==> src/rtl/wb_master.sv <==
// wb_master: single-outstanding Wishbone classic master. It takes one command through a
// valid/ready handshake, runs one bus cycle with an ack timeout, and returns one response.
module wb_master #(
   parameter int unsigned TIMEOUT = 255
) (
   input  logic        clk_i,
   input  logic        rst_i,
   input  logic        req_valid_i,
   output logic        req_ready_o,
   input  logic        req_we_i,
   input  logic [29:0] req_adr_i,
   input  logic [3:0]  req_sel_i,
   input  logic [31:0] req_dat_i,
   output logic        rsp_valid_o,
   input  logic        rsp_ready_i,
   output logic [31:0] rsp_dat_o,
   output logic        rsp_err_o,
   output logic        cyc_o,
   output logic        stb_o,
   output logic        we_o,
   output logic [29:0] adr_o,
   output logic [3:0]  sel_o,
   output logic [31:0] dat_o,
   input  logic [31:0] dat_i,
   input  logic        ack_i
);
   // state | meaning
   // IDLE  | waiting for a command, req_ready_o high
   // BUS   | bus cycle in progress, waiting for ack_i or timeout
   // RESP  | response held until rsp_ready_i
   localparam logic [1:0] ST_IDLE = 2'd0;
   localparam logic [1:0] ST_BUS  = 2'd1;
   localparam logic [1:0] ST_RESP = 2'd2;

   // counter value at the edge that ends the TIMEOUT-th unacknowledged bus cycle
   localparam logic [15:0] CNT_LAST = 16'(TIMEOUT - 1);

   logic [1:0]  state_q, state_d;
   logic [15:0] cnt_q, cnt_d;
   logic        cyc_q, cyc_d;
   logic        we_q, we_d;
   logic [29:0] adr_q, adr_d;
   logic [3:0]  sel_q, sel_d;
   logic [31:0] dat_q, dat_d;
   logic        rsp_valid_q, rsp_valid_d;
   logic [31:0] rsp_dat_q, rsp_dat_d;
   logic        rsp_err_q, rsp_err_d;

   always_comb begin
      state_d     = state_q;
      cnt_d       = cnt_q;
      cyc_d       = cyc_q;
      we_d        = we_q;
      adr_d       = adr_q;
      sel_d       = sel_q;
      dat_d       = dat_q;
      rsp_valid_d = rsp_valid_q;
      rsp_dat_d   = rsp_dat_q;
      rsp_err_d   = rsp_err_q;
      case (state_q)
         ST_IDLE: begin
            if (req_valid_i) begin
               we_d    = req_we_i;
               adr_d   = req_adr_i;
               sel_d   = req_sel_i;
               dat_d   = req_dat_i;
               cyc_d   = 1'b1;
               cnt_d   = '0;
               state_d = ST_BUS;
            end
         end
         ST_BUS: begin
            if (ack_i) begin
               cyc_d       = 1'b0;
               rsp_valid_d = 1'b1;
               rsp_dat_d   = we_q ? 32'h0 : dat_i;
               rsp_err_d   = 1'b0;
               state_d     = ST_RESP;
            end else if (cnt_q == CNT_LAST) begin
               cyc_d       = 1'b0;
               rsp_valid_d = 1'b1;
               rsp_dat_d   = 32'h0;
               rsp_err_d   = 1'b1;
               state_d     = ST_RESP;
            end else begin
               cnt_d = cnt_q + 16'd1;
            end
         end
         ST_RESP: begin
            if (rsp_ready_i) begin
               rsp_valid_d = 1'b0;
               state_d     = ST_IDLE;
            end
         end
         default: begin
            cyc_d       = 1'b0;
            rsp_valid_d = 1'b0;
            state_d     = ST_IDLE;
         end
      endcase
   end

   always_ff @(posedge clk_i or negedge rst_i) begin
      if (!rst_i) begin
         state_q     <= ST_IDLE;
         cnt_q       <= '0;
         cyc_q       <= 1'b0;
         we_q        <= 1'b0;
         adr_q       <= '0;
         sel_q       <= '0;
         dat_q       <= '0;
         rsp_valid_q <= 1'b0;
         rsp_dat_q   <= '0;
         rsp_err_q   <= 1'b0;
      end else begin
         state_q     <= state_d;
         cnt_q       <= cnt_d;
         cyc_q       <= cyc_d;
         we_q        <= we_d;
         adr_q       <= adr_d;
         sel_q       <= sel_d;
         dat_q       <= dat_d;
         rsp_valid_q <= rsp_valid_d;
         rsp_dat_q   <= rsp_dat_d;
         rsp_err_q   <= rsp_err_d;
      end
   end

   assign req_ready_o = (state_q == ST_IDLE);
   assign cyc_o       = cyc_q;
   assign stb_o       = cyc_q;
   assign we_o        = we_q;
   assign adr_o       = adr_q;
   assign sel_o       = sel_q;
   assign dat_o       = dat_q;
   assign rsp_valid_o = rsp_valid_q;
   assign rsp_dat_o   = rsp_dat_q;
   assign rsp_err_o   = rsp_err_q;

endmodule

==> config.mk <==
export PLATFORM = sky130hd
export DESIGN_NAME = wb_master
export DESIGN_NICKNAME = d
export VERILOG_FILES = /design/src/rtl/wb_master.sv
export SDC_FILE = /design/constraint.sdc
export NUM_CORES = 1
export LEC_CHECK = 0
export CORE_MARGIN = 2
export CORE_UTILIZATION = 43
export CTS_CLUSTER_SIZE = 24
export DETAILED_ROUTE_END_ITERATION = 6
export PLACE_DENSITY = 0.88
export SYNTH_ARGS = -nofsm -noshare
export SYNTH_HDL_FRONTEND = slang
export SYNTH_SLANG_ARGS = --single-unit
==> constraint.sdc <==
create_clock -name clk_i -period 2.4 [get_ports clk_i]
set_clock_uncertainty 0.05 [all_clocks]
set_input_delay 0.36 -clock clk_i [delete_from_list [all_inputs] [get_ports clk_i]]
set_output_delay 0.36 -clock clk_i [all_outputs]
set_load 0.05 [all_outputs]
==> reports/metrics.yaml, run 1 <==
drt-pass1-iter-count: 5
n_antenna_cell: 0
p_total_mw: 12.8
dp_cells: 874
slew_headroom_pct: 53.0
async_flop_share_pct: 100
via_count: 4469
drive_gt1_share_pct: 6.68
grt_first_pass_wirelength_um: 22600
status: "finished clean"
clkSinkCount: 120
synth.area.top_cells: "dfrtp_1 59%, nand2_1 18%, mux2i_1 7.7%"
fin_crit_ns: 2.07
drc: 0
vdd_drop_max_mv: 1.22
clk_latency_ns: 0.41
place_congestion: 0.892
ant_nets: 0
syn_to_final_growth_pct: 55.5
avgSynthCellArea_um2: 9.45
ys.flop_type: "dfrtp_1"
setup_viol: 0
worstPathCellList: "clkdlybuf4s50_1"
final_nets: 857
num_rows: 39
netlist_area_um2: 5090
groute.usage.overall_pct: 22.5
cp_max_fo: 3
die_h_um: 113
io_pins: 208
crit_family: "buffers and inverters"
clockRootBuffer: "clkbuf_16"
antenna_found_initial: 0
worstMarginPinSlew_ns: 0.700
fmax_mhz: 483
cts_setup_buffers: 0
die_w_um: 113
synthCells: 539
synthMostInstantiatedCell: "nand2_1"
ctsHtreeMaxLevel: 4
worst_setup_path_start_kind: "register"
numCtsBuffers: 17
worst_hold_path_type: "in2async"
vias_per_cell: 4.93
finalInstanceArea_um2: 7920
crit_required_ns: 1.99
clk_pin_slew_ns: 0.06
synth_warnings: 0
placed_area_um2: 7320
grt_max_degree: 73
end_kind: "output pin"
ys_seq_area_share_pct: 59.0
grt-ovfl-total: 0
slew_violations: 0
design.core.area_um2: 11500
critical_path_arrival_ns: 1.66
cp_num_cells: 1
hold_viol: 0
power_density_nw_per_um2: 1620
drt_wl_total_um: 13800
clk_path_buf_depth: 2
fin_cells: 907
numPortBuffers: 207
cp_slowest_cell: "clkdlybuf4s50_1"
yosysTopAreaCellShare_pct: 59.0
syn-num-nets: 645
synth-edff-count: 0
fin_tns_setup_ns: 0
drv_cap: 0
drt-initial-drc-count: 282
setup.worst_path.class: "reg2out"
worst-path-buf-inv: 1
ys_seq_elements: 120
cts_tree: "done"
rsz0062_at_grt: "no"
synth_top_cell_by_area: "dfrtp_1"
routedWlPerCell_um: 15.2
grt_pass1_vias: 4660
hpwlAfterDp_um: 9820
hold_slack_ns: 0.411
fin_crit_sh_pct: 86.2
synth_cell_types: 39
ys_top_cells_by_count: "250 x nand2_1, 120 x dfrtp_1, 39 x mux2i_1"
start_util_pct: 44.4
reg2reg_depth: 7
fp.dieArea_um2: 12700
slowest_delay_ns: 0.84
p_leak_nw: 3.74
state kept, by name (all words and copies together), names as in the netlist:
register	cells
cnt_q	16
we_o	1
sel_o	4
rsp_dat_o	32
dat_o	32
rsp_valid_o	1
adr_o	30
state_q	2
cyc_o	1
rsp_err_o	1
path summary, 6_finish.rpt:
path | from | endpoint | slack [ns]
max | cyc_o | stb_o | 0.33
min | rst_i | dat_o[2] | 0.41
max reg2reg | cnt_q[0] | rsp_dat_o[9] | 0.36
min reg2reg | adr_o[8] | adr_o[8] | 0.42
max in group asynchronous | rst_i | rsp_dat_o[6] | 1.23
min in group clk_i | adr_o[8] | adr_o[8] | 0.42
report_power, final:
group	internal [mW]	switching, mW
Clock	1.63	0.893
Combinational	2.20	4.61
Sequential	2.92	0.556
kinds of logic (layout without fill, tap and decap cells):
kind of cell / count (synthesis) / count (layout) / synth area share, %
and+or+nand+nor: 286 / 286 / 23.1
buffers and inverters: 65 / 290 / 6.12
AOI/OAI and AO/OA: 27 / 27 / 3.68
muxes: 39 / 39 / 7.66
DFF: 120 / 120 / 59.0
adders and majority gates: 2 / 2 / 0.491
timing repair:
item / in CTS / in global routing
endpoints found under the setup margin: 0 / 1
hold buffers: 1 / 0
gates resized for setup: 0 / 1
endpoints found under the hold margin: 30 / 0
metrics by stage:
stage / utilization (%) / setup slack, ns
CTS: 69.0 / 0.0649
floorplan: - / 0.325
finish: 69.1 / 0.332
detailed placement: 63.8 / 0.383
global placement: 63.8 / 0.501
global route: 69.1 / 0.241
cell type report:
type | instances | area (µm²)
clock buffers | 21 | 440
clock inverters | 11 | 149
inverters | 38 | 143
well taps | 143 | 179
repair buffers | 220 | 2210
multi-input cells | 354 | 1800
flip-flops and latches | 120 | 3000
fillers | 835 | 3550
routing by layer:
| metal | track usage (%) | share of wire [%] |
|---|---|---|
| met5 | 0 | 0 |
| met4 | 8.29 | 2.1 |
| met3 | 8.03 | 9.7 |
| met2 | 35.6 | 46 |
| met1 | 28.6 | 42 |
cell usage in the layout (no fill, tap or decap), drive strengths merged, types with 2 or more instances in the layout:
cell type / synthesis / layout
nor3: 2 / 2
and4: 4 / 4
ha: 2 / 2
mux2i: 39 / 39
clkdlybuf4s50: 0 / 205
nand3: 7 / 7
nand4: 6 / 6
o211ai: 3 / 3
buf: 13 / 13
inv: 38 / 39
clkbuf: 14 / 21
bufinv: 0 / 3
o21ai: 3 / 3
clkinvlp: 0 / 3
clkinv: 0 / 4
a31oi: 8 / 8
a21oi: 5 / 5
and3: 3 / 3
nand2: 250 / 250
o21a: 3 / 3
nor2: 6 / 6
dfrtp: 120 / 120
Note: power is estimated with default switching activity, not from simulation.
==> inputs of run 2 (changes only) <==
--- a/config.mk
+++ b/config.mk
@@ -10,6 +10,7 @@
 export CTS_CLUSTER_SIZE = 24
 export DETAILED_ROUTE_END_ITERATION = 6
 export PLACE_DENSITY = 0.88
+export SLEW_MARGIN = 20
 export SYNTH_ARGS = -nofsm -noshare
 export SYNTH_HDL_FRONTEND = slang
 export SYNTH_SLANG_ARGS = --single-unit
==> results of run 2 <==
Same layout as run 1: the final DEF is identical, and so are final timing and power.
